File: src/rtl/spi_sram_pkg.sv
`default_nettype none
// ============================================================================
// Module      : spi_sram_pkg
// Description : Shared command codes, frame size, FSM state type and a
//               frame-builder helper for the SPI serial-SRAM bridge.
// Revision    : 1.0 - initial release
// ============================================================================
package spi_sram_pkg;

    localparam logic [7:0] CMD_WRITE  = 8'h02;
    localparam logic [7:0] CMD_READ   = 8'h03;
    localparam int         FRAME_BITS = 40;

    typedef enum logic [2:0] {
        IDLE  = 3'd0,
        SETUP = 3'd1,
        SHIFT = 3'd2,
        HOLD  = 3'd3,
        DONE  = 3'd4
    } state_t;

    // Command, byte address of the word, then two data bytes. Reads clock out
    // zero dummy bytes while the SRAM returns data.
    function automatic logic [FRAME_BITS-1:0] build_frame(
        input logic        we,
        input logic [11:0] addr,
        input logic [15:0] wdata
    );
        logic [7:0]  cmd;
        logic [15:0] data;
        cmd  = we ? CMD_WRITE : CMD_READ;
        data = we ? wdata : 16'h0000;
        return {cmd, 3'b000, addr, 1'b0, data};
    endfunction

endpackage
`default_nettype wire

File: src/rtl/spi_sram_bridge_if.sv
`default_nettype none
// ============================================================================
// Module      : spi_sram_bridge_if
// Description : CPU-side word request/response bus of the SPI SRAM bridge.
// Revision    : 1.0 - initial release
// ============================================================================
interface spi_sram_bridge_if;

    logic        req;
    logic        we;
    logic [11:0] addr;
    logic [15:0] wdata;
    logic [15:0] rdata;
    logic        busy;
    logic        done;

    modport master (
        output req, we, addr, wdata,
        input  rdata, busy, done
    );

    modport slave (
        input  req, we, addr, wdata,
        output rdata, busy, done
    );

endinterface
`default_nettype wire

File: src/rtl/spi_tick_gen.sv
`default_nettype none
// ============================================================================
// Module      : spi_tick_gen
// Description : Half-period tick generator. Produces a single-cycle tick
//               every CLK_DIV enabled clk cycles; clr restarts the count.
// Revision    : 1.0 - initial release
// ============================================================================
module spi_tick_gen #(
    parameter int CLK_DIV = 2
) (
    input  logic clk,
    input  logic rst_n,
    input  logic en,
    input  logic clr,
    output logic tick
);

    localparam int            CW   = (CLK_DIV > 1) ? $clog2(CLK_DIV) : 1;
    localparam logic [CW-1:0] LAST = CW'(CLK_DIV - 1);

    logic [CW-1:0] count;

    assign tick = en && (count == LAST);

    // Free-running divider while enabled, wrapping on each tick.
    always_ff @(posedge clk or negedge rst_n) begin
        if (!rst_n) begin
            count <= '0;
        end else if (clr) begin
            count <= '0;
        end else if (en) begin
            count <= tick ? '0 : count + CW'(1);
        end
    end

endmodule
`default_nettype wire

File: src/rtl/spi_sram_bridge.sv
`default_nettype none
// ============================================================================
// Module      : spi_sram_bridge
// Description : Turns one 16-bit word read/write request into a complete
//               SPI mode-0 frame (cmd, 16-bit byte address, two data bytes)
//               to a 23LC-style serial SRAM.
// Revision    : 1.0 - initial release
// ============================================================================
module spi_sram_bridge
    import spi_sram_pkg::*;
#(
    parameter int CLK_DIV = 2
) (
    input  logic                clk,
    input  logic                rst_n,
    spi_sram_bridge_if.slave    bus,
    output logic                spi_sclk,
    output logic                spi_mosi,
    input  logic                spi_miso,
    output logic                spi_cs_n
);

    state_t                  state;
    logic                    we_q;
    logic [FRAME_BITS-1:0]   tx_sr;
    logic [15:0]             rx_sr;
    logic [5:0]              bit_cnt;
    logic [15:0]             rdata_q;
    logic                    busy_q;
    logic                    done_q;
    logic                    tick;
    logic [FRAME_BITS-1:0]   frame_load;

    assign frame_load = build_frame(bus.we, bus.addr, bus.wdata);

    assign bus.rdata = rdata_q;
    assign bus.busy  = busy_q;
    assign bus.done  = done_q;

    // Divider is held clear in IDLE so every frame starts on a fresh count.
    spi_tick_gen #(
        .CLK_DIV (CLK_DIV)
    ) u_tick_gen (
        .clk   (clk),
        .rst_n (rst_n),
        .en    (state != IDLE),
        .clr   (state == IDLE),
        .tick  (tick)
    );

    // Frame sequencer: accept, CS setup, 40-bit shift, CS release, done pulse.
    always_ff @(posedge clk or negedge rst_n) begin
        if (!rst_n) begin
            state    <= IDLE;
            we_q     <= 1'b0;
            tx_sr    <= '0;
            rx_sr    <= '0;
            bit_cnt  <= '0;
            rdata_q  <= '0;
            busy_q   <= 1'b0;
            done_q   <= 1'b0;
            spi_sclk <= 1'b0;
            spi_mosi <= 1'b0;
            spi_cs_n <= 1'b1;
        end else begin
            done_q <= 1'b0;
            case (state)
                IDLE: begin
                    if (bus.req) begin
                        we_q     <= bus.we;
                        tx_sr    <= frame_load;
                        rx_sr    <= '0;
                        bit_cnt  <= '0;
                        spi_mosi <= frame_load[FRAME_BITS-1];
                        spi_cs_n <= 1'b0;
                        busy_q   <= 1'b1;
                        state    <= SETUP;
                    end
                end
                SETUP: begin
                    if (tick) begin
                        state <= SHIFT;
                    end
                end
                SHIFT: begin
                    if (tick) begin
                        if (!spi_sclk) begin
                            // Rising edge: sample, except during write data bytes.
                            spi_sclk <= 1'b1;
                            if (!(we_q && (bit_cnt >= 6'd24))) begin
                                rx_sr <= {rx_sr[14:0], spi_miso};
                            end
                            bit_cnt <= bit_cnt + 6'd1;
                        end else begin
                            // Falling edge: present the next bit, or finish.
                            spi_sclk <= 1'b0;
                            if (bit_cnt == 6'(FRAME_BITS)) begin
                                state <= HOLD;
                            end else begin
                                tx_sr    <= {tx_sr[FRAME_BITS-2:0], 1'b0};
                                spi_mosi <= tx_sr[FRAME_BITS-2];
                            end
                        end
                    end
                end
                HOLD: begin
                    if (tick) begin
                        spi_cs_n <= 1'b1;
                        spi_mosi <= 1'b0;
                        if (!we_q) begin
                            rdata_q <= rx_sr;
                        end
                        state <= DONE;
                    end
                end
                DONE: begin
                    done_q <= 1'b1;
                    busy_q <= 1'b0;
                    state  <= IDLE;
                end
                default: begin
                    state <= IDLE;
                end
            endcase
        end
    end

endmodule
`default_nettype wire

File: src/flat_wrapper.sv
// flat-port wrapper written by rule: the top's interface ports become plain ports
module spi_sram_bridge_flat import spi_sram_pkg::*;
#(
    parameter int CLK_DIV = 2
)
  (clk, rst_n, spi_sclk, spi_mosi, spi_miso, spi_cs_n, bus_req, bus_we, bus_addr, bus_wdata, bus_rdata, bus_busy, bus_done);
  spi_sram_bridge_if bus_i ();
  input  logic clk;
  input  logic rst_n;
  output logic spi_sclk;
  output logic spi_mosi;
  input  logic spi_miso;
  output logic spi_cs_n;
  input wire logic [$bits(bus_i.req)-1:0] bus_req;
  input wire logic [$bits(bus_i.we)-1:0] bus_we;
  input wire logic [$bits(bus_i.addr)-1:0] bus_addr;
  input wire logic [$bits(bus_i.wdata)-1:0] bus_wdata;
  output wire logic [$bits(bus_i.rdata)-1:0] bus_rdata;
  output wire logic [$bits(bus_i.busy)-1:0] bus_busy;
  output wire logic [$bits(bus_i.done)-1:0] bus_done;
  assign bus_i.req = bus_req;
  assign bus_i.we = bus_we;
  assign bus_i.addr = bus_addr;
  assign bus_i.wdata = bus_wdata;
  assign bus_rdata = bus_i.rdata;
  assign bus_busy = bus_i.busy;
  assign bus_done = bus_i.done;
  spi_sram_bridge #(.CLK_DIV(CLK_DIV)) u_core (.clk(clk), .rst_n(rst_n), .bus(bus_i), .spi_sclk(spi_sclk), .spi_mosi(spi_mosi), .spi_miso(spi_miso), .spi_cs_n(spi_cs_n));
endmodule
File: config.mk
export PLATFORM = sky130hd
export DESIGN_NAME = spi_sram_bridge_flat
export DESIGN_NICKNAME = d
export VERILOG_FILES = /design/src/rtl/spi_sram_pkg.sv /design/src/rtl/spi_sram_bridge_if.sv /design/src/rtl/spi_tick_gen.sv /design/src/rtl/spi_sram_bridge.sv /design/src/flat_wrapper.sv
export SDC_FILE = /design/constraint.sdc
export NUM_CORES = 1
export LEC_CHECK = 0
export CAP_MARGIN = 25
export CORE_MARGIN = 2
export CORE_UTILIZATION = 50
export CTS_CLUSTER_SIZE = 8
export DETAILED_ROUTE_END_ITERATION = 8
export HOLD_SLACK_MARGIN = 0.02
export PLACE_DENSITY = 0.75
export SETUP_SLACK_MARGIN = 0.5
export SLEW_MARGIN = 5
export SYNTH_ARGS = -nofsm -noshare
export SYNTH_HDL_FRONTEND = slang
export SYNTH_HIERARCHICAL = 1
export SYNTH_SLANG_ARGS = --single-unit
File: constraint.sdc
create_clock -name clk -period 2.5 [get_ports clk]
set_input_delay 0.75 -clock clk [delete_from_list [all_inputs] [get_ports clk]]
set_output_delay 0.75 -clock clk [all_outputs]
set_load 0.01 [all_outputs]
Yosys cells after proc, flatten, opt, wreduce, memory -nomap -nowiden
Index checks and enable logic that the tools add are counted.
- logic and storage cells: 88
- register bits after elaboration: 87
- output and inout bits: 21
- equality and inequality tests: 14
- magnitude comparators: 1
- muxes and demuxes: 39
- $add $sub $neg: 2
- reduce and logical (&&, ||, !) cells: 19
- bitwise gates (word level): 1
- operators by type and width (kind ; number):
    two-way mux 39 bit ; 4
    two-way mux 16 bit ; 5
    one-hot mux 39 bit (2 select lines) ; 1
    one-hot mux 16 bit (2 select lines) ; 1
    two-way mux 3 bit ; 6
    two-way mux 6 bit ; 3
    two-way mux 1 bit ; 14
    != test 2 bit (second input constant) ; 7
    one-hot mux 3 bit (4 select lines) ; 1
    one-hot mux 6 bit (2 select lines) ; 1
    AND reduction 6 bit ; 2
    AND reduction 5 bit ; 2
    nonzero test 2 bit ; 4
    adder 6 x 1 -> 6 bit (second input constant) ; 1
    == test 3 x 2 -> 1 bit (second input constant) ; 2
    == test 6 bit (second input constant) ; 1
    >= comparator 6 x 5 -> 1 bit (second input constant) ; 1
    AND reduction 2 bit ; 3
    AND reduction 3 bit ; 2
    nonzero test 3 bit ; 2
    != test 2 x 1 -> 1 bit (second input constant) ; 2
    one-hot mux 1 bit (2 select lines) ; 2
    AND reduction 4 bit ; 1
    == test 3 x 1 -> 1 bit (second input constant) ; 1
    6 further kinds ; 7

Longest topological paths before layout
- depth after elaboration: 6
- mapped depth: 9
- mapped depth without buffers: 7

By module
Netlist, hierarchy kept.
- by module, submodules not included (module ; area an instance (sq um) ; times used ; sequential area each (sq um) ; cells an instance):
    spi_sram_bridge ; 3641.0 ; 1 ; 2153.3 ; 277
    spi_tick_gen ; 45.0 ; 1 ; 25.0 ; 4

Worst setup path after synthesis
OpenSTA, ideal clock, no wires.
- kind: reg-to-reg
- from: reg u_core.state[0]
- to: reg u_core.rx_sr[10]
- required time: 2379 ps
- cell stages (with the launch flop): 10
- period minus slack after synthesis: 2147 ps
- setup time: 121 ps
- arrival: 2026 ps
- buffers on the path: 2
- path slack: 353 ps
- path through: dfrtp_1 -> buf_2 -> nor3_1 -> inv_1 -> and2_2 -> and3b_1 -> o21ai_2 -> a211oi_4 -> buf_2 -> a22o_1
- longest elaborated chain between the ends: 4
- elaborated cells on any way between the ends: 11
- RTL lines (element ; RTL line ; text):
    start: declaration ; spi_sram_bridge.sv:23 ; state_t state;
    start signal: assignment ; spi_sram_bridge.sv:54 ; state <= IDLE;
    start signal: assignment ; spi_sram_bridge.sv:77 ; state <= SETUP;
    start signal: assignment ; spi_sram_bridge.sv:82 ; state <= SHIFT;
    nonzero test 3 bit ; spi_sram_bridge.sv:46 ; .en (state != IDLE),
    logical AND 1 bit ; spi_tick_gen.sv:23 ; assign tick = en && (count == LAST);
    via u_core.tick ; spi_sram_bridge.sv:31 ; logic tick;
    != test 2 bit (no line) ; - ;
    AND reduction 5 bit (no line) ; - ;
    end signal: assignment ; spi_sram_bridge.sv:91 ; rx_sr <= {rx_sr[14:0], spi_miso};
    end: declaration ; spi_sram_bridge.sv:26 ; logic [15:0] rx_sr;
The timed path passes the listed nets, and every way through them passes these cells.
A chain may end at the register's enable or synchronous reset.

Final worst setup path
- from: in bus_req
- to: reg u_core.spi_mosi
- longest elaborated chain between the ends: 2
- RTL lines (element ; RTL line ; text):
    start: declaration ; flat_wrapper.sv:14 ; input wire logic [$bits(bus_i.req)-1:0] bus_req;
    != test 2 bit (no line) ; - ;
    AND reduction 6 bit (no line) ; - ;
    end signal: assignment ; spi_sram_bridge.sv:74 ; spi_mosi <= frame_load[FRAME_BITS-1];
    end signal: assignment ; spi_sram_bridge.sv:101 ; spi_mosi <= tx_sr[FRAME_BITS-2];
    end: declaration ; spi_sram_bridge.sv:18 ; output logic spi_mosi,
No other way between the ends.

==> impl_metrics.ini <==
[routing]
wl_per_cell_um = 17.2
via_count = 2580
route.detailed.drc = 0
drtIter0Drc = 137
drtAntennaViolNets = 0
wirelength_um = 7770
first_pass_iters = 4
via_per_inst = 5.71

[timing]
timing.hold.ws_ns = 0.215
rsz0062_at_grt = yes
skew_ns = 0.00934
min_period_ns = 1.96
setup_tns_ns = 0
slew_headroom_pct = 68.7
tightest_slew_ns = 0.468
drv_slew = 0
setup_viol = 0
timing.final.crit_share_pct = 78.5
hold_viol_final = 0
fmax_ghz = 0.510

[grt]
grt_max_degree = 44
grt_pass1_vias = 2506
grtUsageTotal_pct = 19.9
gr-total-overflow = 0
antenna_found_initial = 0
grt_pass1_wl_um = 12800

[clocking]
htree_num_levels = 3
clock_latency_ns = 0.35
clock_sinks = 87
cts_inserted_buffers = 9
clockBufferDepth = 2
cts_tree = built
hold_buffers = 0
clkTransAtPathRegs_ns = 0.08
root_buffer = clkbuf_8

[yosys]
ys_top_cells_by_count = 86 x dfrtp_1, 56 x a22o_1, 17 x mux2_2
syn_nets = 316
synth.mux.area_fraction_pct = 5.19
synth_top_area_cell = dfrtp_1
synth_edf_count = 0
synth_cells = 281
synth_compound_area_share_pct = 23.7
synth.top_cell.area_share_pct = 58.4
synth_area_um2 = 3690
synthXorXnorAreaFrac_pct = 1.19
ys_ff_latch = 87
yosys-top-cells-area = dfrtp_1 58%, a22o_1 13%, mux2_2 5.2%
synth_top_family_by_area = compound AO/OA/AOI/OAI gates
ys_types = 47
yosys.area_share.adder_pct = 0.679
async_reset_ff_share_pct = 100
yosys_most_used_dff = dfrtp_1
ys_warn_count = 6
ys_seq_area_share_pct = 59.1
syn_area_per_cell_um2 = 13.1
synth.most_common_cell = dfrtp_1
synth_simple_gate_area_share_pct = 6.01

[power]
combPwrFrac_pct = 35.2
pwr-share-seq_pct = 41.6
leakage_uw = 0.00227
internal_power_uw = 3190
ir_drop_v = 0.000472
pwr-share-clk_pct = 23.1
power.switching_uw = 1540
power_density_nw_per_um2 = 1000
switching_share_pct = 32.6

[flow_run]
drv_cap = 0

[floorplanning]
fp.dieH_um = 89.9
num_rows = 31
initial_core_util_pct = 51.1
die_w_um = 89.9
core_um2 = 7210
ios = 54
dieArea_um2 = 8070

[worst_setup_path]
cp-end-kind = flip-flop
critical_path_class = primary input to flip-flop
crit_required_ns = 2.74
arrival_ns = 2.20
critPathMaxFanout = 3
start_kind = primary input

[cells_and_area]
drive_gt1_share_pct = 22.1
fin_util_pct = 65.4
final_cells = 452
fin_nets = 383
syn2layout_area_growth_pct = 28.0
n_antenna_cell = 0

[place]
dp_cells = 424
dp_hpwl_um = 4950
gp_congestion = 0.774
io_buffers = 53

[run_status]
status = finished clean

[min_path]
holdCritPathClass = primary input to asynchronous set/reset pin
-- layout make-up --
type | instances | area (µm²)
clock buffers | 10 | 138
well taps | 99 | 124
fillers | 578 | 2500
flip-flops and latches | 87 | 2180
clock inverters | 6 | 92.6
repair buffers | 78 | 768
inverters | 5 | 18.8
multi-input cells | 167 | 1400
-- power by group through the flow --
stage               clock (µW)  combinational [µW]  sequential (µW)
detailed placement           0                1470             2000
floorplan                    0                1130             1930
CTS                       1120                1570             1970
global placement             0                1410             2000
finish                    1100                1670             1970
global route              1180                1810             2010
-- metrics by stage --
step / cell area, µm² / power, µW / worst slack (ns)
2_1_floorplan: 3730 / 3060 / 0.546
3_3_place_gp: 4360 / 3410 / 0.0961
3_5_place_dp: 4360 / 3470 / 0.0394
4_1_cts: 4640 / 4660 / 0.501
5_1_grt: 4720 / 5000 / 0.478
6_report: 4720 / 4740 / 0.539
-- worst max-delay path, cell delays in order --
cell             delay (ns)
clkdlybuf4s50_1        0.50
or3b_2                 0.45
a21oi_1                0.19
o21ai_0                0.12
a22o_1                 0.20
-- cell families (layout without fill, tap and decap cells) --
logic type	count (synthesis)	after routing
adders and majority gates	2	2
muxes	17	17
AOI/OAI and AO/OA	106	106
xor gates and xnor gates	5	5
and+or+nand+nor	37	37
buffers and inverters	27	99
DFF	87	87
-- per-layer routing --
metal	global-route usage, %	share of wire [%]
met3	3.27	2.9
met1	28.7	47
met5	0	0
met4	8.08	1.2
met2	30.5	49
-- state kept, by name, summed over array words and instances (netlist names), 3 cells and up --
signal            count
u_core/bus.rdata     16
u_core/rx_sr         16
u_core/state          3
u_core/bit_cnt        6
u_core/tx_sr         39
-- placed cells by master, fill, tap and decap left out, drive strengths merged, types with 3 or more instances in the layout --
| cell | n |
|---|---|
| clkdlybuf4s50 | 31 |
| buf | 25 |
| xor2 | 3 |
| and2 | 4 |
| a22o | 56 |
| a2bb2oi | 13 |
| mux2 | 17 |
| nor2 | 7 |
| o21ai | 6 |
| o22ai | 12 |
| nand2 | 9 |
| a21oi | 3 |
| o211ai | 4 |
| clkbuf | 11 |
| dlygate4sd2 | 19 |
| nor2b | 3 |
| dfrtp | 86 |
| inv | 6 |
-- timing repair --
item,in CTS,in global routing
pin swaps,1,16
setup buffers,6,5
endpoints found under the setup margin,85,71
gates resized for setup,23,7
cloned,0,1
-- final timing paths --
kind | from | end | slack [ns] | cells past startpoint
max in group asynchronous | rst_n | u_core/spi_cs_n | 1.61 | 2
min in group clk | u_core/tx_sr[0] | u_core/tx_sr[0] | 0.50 | 1
min | rst_n | u_core/state[0] | 0.21 | 1
max reg2reg | u_core/state[0] | u_core/rx_sr[2] | 0.56 | 8
max | bus_req | u_core/spi_mosi | 0.54 | 5
min reg2reg | u_core/tx_sr[0] | u_core/tx_sr[0] | 0.50 | 1
Power figures use the tool's default switching activity.
